--- src/rtl/deserializer_align_pkg.sv ---
// Shared types and constants for the deserializer word aligner.
// Optional error counter: ALIGN_ERRCNT_EN.
package deserializer_align_pkg;

   typedef enum logic [1:0] {
      IDLE   = 2'd0,
      SETTLE = 2'd1,
      CHECK  = 2'd2,
      LOCKED = 2'd3
   } align_state_t;

   localparam logic [31:0] SYNC_DEFAULT = 32'h3C5A_A5C3;

   localparam int SETTLE_W = 4;
   localparam int MATCH_W  = 8;
   localparam int ERR_W    = 16;

endpackage

--- src/rtl/deserializer_aligner_counter.sv ---
// Clear/increment counter with terminal compare and optional saturation.
// Clear wins over increment; in saturate mode the count holds at term.
module align_counter #(
   parameter int W   = 8,
   parameter bit SAT = 1'b0
) (
   input  logic         clk,
   input  logic         reset,
   input  logic         clr,
   input  logic         inc,
   input  logic [W-1:0] term,
   output logic [W-1:0] count,
   output logic         hit
);

   assign hit = (count == term);

   always_ff @(posedge clk or posedge reset) begin
      if (reset) begin
         count <= '0;
      end else if (clr) begin
         count <= '0;
      end else if (inc && !(SAT && hit)) begin
         count <= count + W'(1);
      end
   end

endmodule

--- src/rtl/deserializer_aligner.sv ---
// Word-alignment FSM sweeping the deserializer bit delay until lock.
// ALIGN_ERRCNT_EN enables the saturating lock-loss mismatch counter.
module deserializer_aligner
   import deserializer_align_pkg::*;
#(
   parameter int WORDWIDTH = 32,
   parameter int WIDTH = 6,
   parameter logic [WORDWIDTH-1:0] SYNC_PATTERN = WORDWIDTH'(SYNC_DEFAULT),
   parameter int SETTLE_WORDS = 3,
   parameter int LOCK_COUNT = 8,
   parameter int UNLOCK_COUNT = 4
) (
   input  logic                 wordCK,
   input  logic                 reset,
   input  logic                 enable,
   input  logic                 realign,
   input  logic                 train,
   input  logic [WORDWIDTH-1:0] din,
   output logic [WIDTH-1:0]     delay,
   output logic                 locked,
   output logic                 searching,
   output logic                 scanFail,
   output logic [ERR_W-1:0]     errCount
);

   localparam logic [SETTLE_W-1:0] SETTLE_TERM = SETTLE_W'(SETTLE_WORDS - 1);
   localparam logic [MATCH_W-1:0]  MATCH_TERM  = MATCH_W'(LOCK_COUNT - 1);
   localparam logic [MATCH_W-1:0]  MISS_TERM   = MATCH_W'(UNLOCK_COUNT - 1);
   localparam logic [WIDTH-1:0]    DLY_LAST    = WIDTH'(WORDWIDTH - 1);

   align_state_t state;

   logic match;
   logic run;
   logic restart;
   logic step;
   logic settle_clr, settle_inc, settle_hit;
   logic match_clr, match_inc, match_hit;
   logic miss_clr, miss_inc, miss_hit;
   logic [SETTLE_W-1:0] settle_cnt;
   logic [MATCH_W-1:0]  match_cnt;
   logic [MATCH_W-1:0]  miss_cnt;

   assign match   = (din == SYNC_PATTERN);
   assign restart = enable & realign;
   assign run     = enable & ~realign;

   // Counter controls and delay-step decode for the current word.
   always_comb begin
      step       = 1'b0;
      settle_clr = restart;
      settle_inc = 1'b0;
      match_clr  = 1'b0;
      match_inc  = 1'b0;
      miss_clr   = 1'b0;
      miss_inc   = 1'b0;
      if (run) begin
         unique case (state)
            IDLE: settle_clr = 1'b1;
            SETTLE: begin
               if (settle_hit) match_clr = 1'b1;
               else settle_inc = 1'b1;
            end
            CHECK: begin
               if (!match) begin
                  step       = 1'b1;
                  settle_clr = 1'b1;
               end else if (match_hit) begin
                  miss_clr = 1'b1;
               end else begin
                  match_inc = 1'b1;
               end
            end
            LOCKED: begin
               if (train) begin
                  if (match) begin
                     miss_clr = 1'b1;
                  end else if (miss_hit) begin
                     step       = 1'b1;
                     settle_clr = 1'b1;
                     miss_clr   = 1'b1;
                  end else begin
                     miss_inc = 1'b1;
                  end
               end
            end
            default: ;
         endcase
      end
   end

   always_ff @(posedge wordCK or posedge reset) begin
      if (reset) begin
         state     <= IDLE;
         delay     <= '0;
         locked    <= 1'b0;
         searching <= 1'b0;
         scanFail  <= 1'b0;
      end else if (!enable) begin
         state     <= IDLE;
         locked    <= 1'b0;
         searching <= 1'b0;
      end else if (realign) begin
         state     <= SETTLE;
         delay     <= '0;
         locked    <= 1'b0;
         searching <= 1'b1;
         scanFail  <= 1'b0;
      end else begin
         // Wrap is modulo the word width, not the delay field width.
         if (step) begin
            if (delay == DLY_LAST) begin
               delay    <= '0;
               scanFail <= 1'b1;
            end else begin
               delay <= delay + WIDTH'(1);
            end
         end
         unique case (state)
            IDLE: begin
               state     <= SETTLE;
               searching <= 1'b1;
            end
            SETTLE: begin
               if (settle_hit) state <= CHECK;
            end
            CHECK: begin
               if (!match) begin
                  state <= SETTLE;
               end else if (match_hit) begin
                  state     <= LOCKED;
                  locked    <= 1'b1;
                  searching <= 1'b0;
                  scanFail  <= 1'b0;
               end
            end
            LOCKED: begin
               if (step) begin
                  state     <= SETTLE;
                  locked    <= 1'b0;
                  searching <= 1'b1;
               end
            end
            default: state <= IDLE;
         endcase
      end
   end

   align_counter #(.W(SETTLE_W), .SAT(1'b0)) u_settle (
      .clk   (wordCK),
      .reset (reset),
      .clr   (settle_clr),
      .inc   (settle_inc),
      .term  (SETTLE_TERM),
      .count (settle_cnt),
      .hit   (settle_hit)
   );

   align_counter #(.W(MATCH_W), .SAT(1'b0)) u_match (
      .clk   (wordCK),
      .reset (reset),
      .clr   (match_clr),
      .inc   (match_inc),
      .term  (MATCH_TERM),
      .count (match_cnt),
      .hit   (match_hit)
   );

   align_counter #(.W(MATCH_W), .SAT(1'b0)) u_miss (
      .clk   (wordCK),
      .reset (reset),
      .clr   (miss_clr),
      .inc   (miss_inc),
      .term  (MISS_TERM),
      .count (miss_cnt),
      .hit   (miss_hit)
   );

`ifdef ALIGN_ERRCNT_EN
   logic err_inc;
   logic err_full;

   assign err_inc = run & (state == LOCKED) & train & ~match & ~err_full;

   align_counter #(.W(ERR_W), .SAT(1'b1)) u_err (
      .clk   (wordCK),
      .reset (reset),
      .clr   (restart),
      .inc   (err_inc),
      .term  ({ERR_W{1'b1}}),
      .count (errCount),
      .hit   (err_full)
   );
`else
   assign errCount = '0;
`endif

endmodule

--- config.mk ---
export PLATFORM = sky130hd
export DESIGN_NAME = deserializer_aligner
export DESIGN_NICKNAME = d
export VERILOG_FILES = /design/src/rtl/deserializer_align_pkg.sv /design/src/rtl/deserializer_aligner_counter.sv /design/src/rtl/deserializer_aligner.sv
export SDC_FILE = /design/constraint.sdc
export NUM_CORES = 1
export LEC_CHECK = 0
export BUFFER_PORTS_ARGS = -buffer_cell sky130_fd_sc_hd__buf_4
export CAP_MARGIN = 20
export CORE_UTILIZATION = 50
export DETAILED_ROUTE_END_ITERATION = 10
export PLACE_DENSITY = 0.78
export SYNTH_ARGS = -nofsm -noshare
export SYNTH_HDL_FRONTEND = slang
export SYNTH_SLANG_ARGS = --single-unit
--- constraint.sdc ---
create_clock -name wordCK -period 4.15 [get_ports wordCK]
set_clock_uncertainty 0.1 [all_clocks]
set_input_delay 0.415 -clock wordCK [delete_from_list [all_inputs] [get_ports wordCK]]
set_output_delay 0.415 -clock wordCK [all_outputs]
set_load 0.01 [all_outputs]
==> impl_metrics.toml <==
[layout]
diodes = 0
final_nets = 329
nFillCells = 374
syn2layout_area_growth_pct = 19.3
drive_gt1_share_pct = 21.9

[clocking]
clk_latency_ps = 290
cts_max_level = 2
tritoncts = "yes"
cts.sinks = 31
cts-root-buf = "clkbuf_8"
cts_resized = 0
clockBufferDepth = 2
cts.hold.buffers_added = 0
clk_pin_slew_ps = 60
cts_made_buffers = 5
cts_setup_buffers = 0

[hold_path]
hold_path.class = "in -> async"

[timing]
period_share_pct = 59.0
period_needed_ps = 2450
fin_ws_ps = 1700
report.final.setup_viol = 0
relSlewSlack_pct = 54.0
tightestPinTransition_ps = 686
setup_tns_ps = 0
fmax_ghz = 0.408
rsz0062_at_grt = "no"
hold_viol = 0
slew_viol_final = 0

[drt]
drt-pass1-iter-count = 4
drt_iter0_markers = 123
vias = 1900
drtAntennaViolNets = 0
drc = 0
wl_per_cell_um = 14.3
via_per_inst = 5.71
drt_wl_total_mm = 4.76

[yosys]
syn_inst = 236
synth_area_sq_um = 2180
yosysWarnings = 0
synth_area_leader_cell = "dfrtp_1"
synth_top_cell_area_share_pct = 35.7
synth_edf_count = 0
synth.area.top_cells = "dfrtp_1 36%, ha_1 5.8%, buf_4 5.5%"
ys_ff_latch = 31
synth_cell_types = 53
synth_flop_cell = "dfrtp_1"
synth_commonest_cells = "31 x dfrtp_1, 20 x nor2_1, 16 x buf_4, 11 x nand3_1"
yosysSeqAreaShare_pct = 35.7
avgSynthCellArea_sq_um = 9.22
yosys.cell_count.top_type = "dfrtp_1"
synth_async_sr_flop_share_pct = 100

[placement]
hpwl_mm = 3.60
routabilityCongestion = 0.827
dp_worst_setup_slack_ps = 1640
port_buffers = 45

[outcome]
status = "complete, no violations"

[global_routing]
groute.usage.overall_pct = 22.8
grt_pass1_vias = 1761
grt_max_degree = 32
antenna_found_initial = 0
grt_pass1_wl_mm = 7.85
grt_overflow = 0

[setup_path]
arrival_ps = 2500
startpoint_type = "flop"
reg2reg_slack_ps = 1700
ff2ff_path_depth = 6
cp_max_fo = 7
cp-end-kind = "flop"
r2r-start = "u_miss.count[0]$_DFFE_PP0P_"
path_class = "reg -> reg"
cp_data_required_time_ps = 4200
reg2reg_to = "u_settle.count[1]$_DFFE_PP0P_"

[pwr]
p_per_area_nw_per_um2 = 265
ir_worst_vdd_v = 0.000106
finalPower_uw = 689
p_leak_nw = 1.23

[floorplanning]
die_area_sq_um = 4620
die_width_um = 68.0
coreArea_sq_um = 4090
ioPinCount = 62
dieHeight_um = 68.0
initial_core_util_pct = 53.2
row_count = 23

[run]
drv_cap = 0
-- metal layers --
layer / GRT usage, % / wire (um) / vias up
met2: 38.6 / 2330 / 68
met5: 0 / 0 / -
met4: 7.03 / 70 / 0
met1: 28.3 / 2090 / 889
met3: 5.67 / 260 / 8
li1: - / - / 935
-- worst max-delay path by stage --
stage | end | startpoint | slack [ps] | cells past startpoint
after floorplan | u_match.count[3]$_DFFE_PP0P_ | u_match.count[0]$_DFFE_PP0P_ | 1930 | 7
after global placement | state[1]$_DFFE_PP0P_ | din[25] | 1680 | 7
after detailed placement | state[1]$_DFFE_PP0P_ | din[25] | 1640 | 7
after CTS | u_settle.count[1]$_DFFE_PP0P_ | u_miss.count[0]$_DFFE_PP0P_ | 1700 | 6
after global routing | u_settle.count[1]$_DFFE_PP0P_ | u_miss.count[0]$_DFFE_PP0P_ | 1520 | 6
final | u_settle.count[1]$_DFFE_PP0P_ | u_miss.count[0]$_DFFE_PP0P_ | 1700 | 6
-- power by group --
group	switching [mW]	internal, mW
Clock	0.118	0.151
Combinational	0.0496	0.0473
Sequential	0.0117	0.311
-- through the flow --
| step | std cells | cell area (sq um) | hold WS [ps] | utilization (%) |
|---|---|---|---|---|
| global placement | 325 | 2500 | 427 | 61.1 |
| global route | 333 | 2600 | 147 | 63.5 |
| CTS | 333 | 2600 | 112 | 63.5 |
| floorplan | 251 | 2230 | 406 | - |
| detailed placement | 325 | 2500 | 425 | 61.1 |
| finish | 333 | 2600 | 105 | 63.5 |
-- cell type report --
cell class	count	area (sq um)	share of cell area, %
Tap cell	50	62.6	2.41
Timing Repair Buffer	48	360	13.9
Inverter	9	33.8	1.30
Multi-Input combinational cell	187	1260	48.7
Clock buffer	8	100	3.86
Sequential cell	31	776	29.9
-- critical path, stage by stage, from the launching register on --
cell	delay (ps)
dfrtp_1	420
ha_1	240
nor4b_2	330
a41oi_1	250
a21o_1	310
a211oi_1	530
nor3_1	120
-- cells by family after synthesis --
kind of cell | count (synthesis) | synth area share, %
AND/OR/NAND/NOR | 98 | 27.9
other | 1 | 0.172
buffers and inverters | 33 | 8.86
adder cells (fa/ha/maj) | 10 | 5.75
XOR/XNOR | 13 | 5.23
flip-flops | 31 | 35.7
AO/OA/AOI/OAI | 45 | 14.0
multiplexers | 5 | 2.42
-- state kept, by name, summed over array words and instances (netlist names) --
name and cells:
locked 1, state 2, searching 1, u_settle.count 4, scanFail 1, u_miss.count 8, u_match.count 8, delay 6
-- layout by cell type (no fill, tap or decap), types with 3 or more instances in the layout --
master | Yosys | final
buf_4 | 16 | 48
dfrtp_1 | 31 | 31
nor2_1 | 20 | 20
conb_1 | 1 | 16
nand3_1 | 11 | 11
a21oi_1 | 10 | 10
ha_1 | 10 | 10
xor2_1 | 9 | 9
nand2_1 | 9 | 9
nand4_1 | 8 | 8
inv_1 | 8 | 8
nor3_1 | 8 | 8
o211ai_1 | 8 | 8
o21ai_1 | 7 | 7
clkbuf_8 | 0 | 7
and3_1 | 6 | 6
and4bb_1 | 4 | 4
and4_1 | 4 | 4
a211oi_1 | 4 | 4
or3_1 | 4 | 4
xnor2_1 | 4 | 4
nor2b_1 | 3 | 3
nor4b_2 | 3 | 3
mux2i_1 | 3 | 3
nor4_1 | 3 | 3
o21ai_0 | 3 | 3
Note: power is estimated with default switching activity, not from simulation.
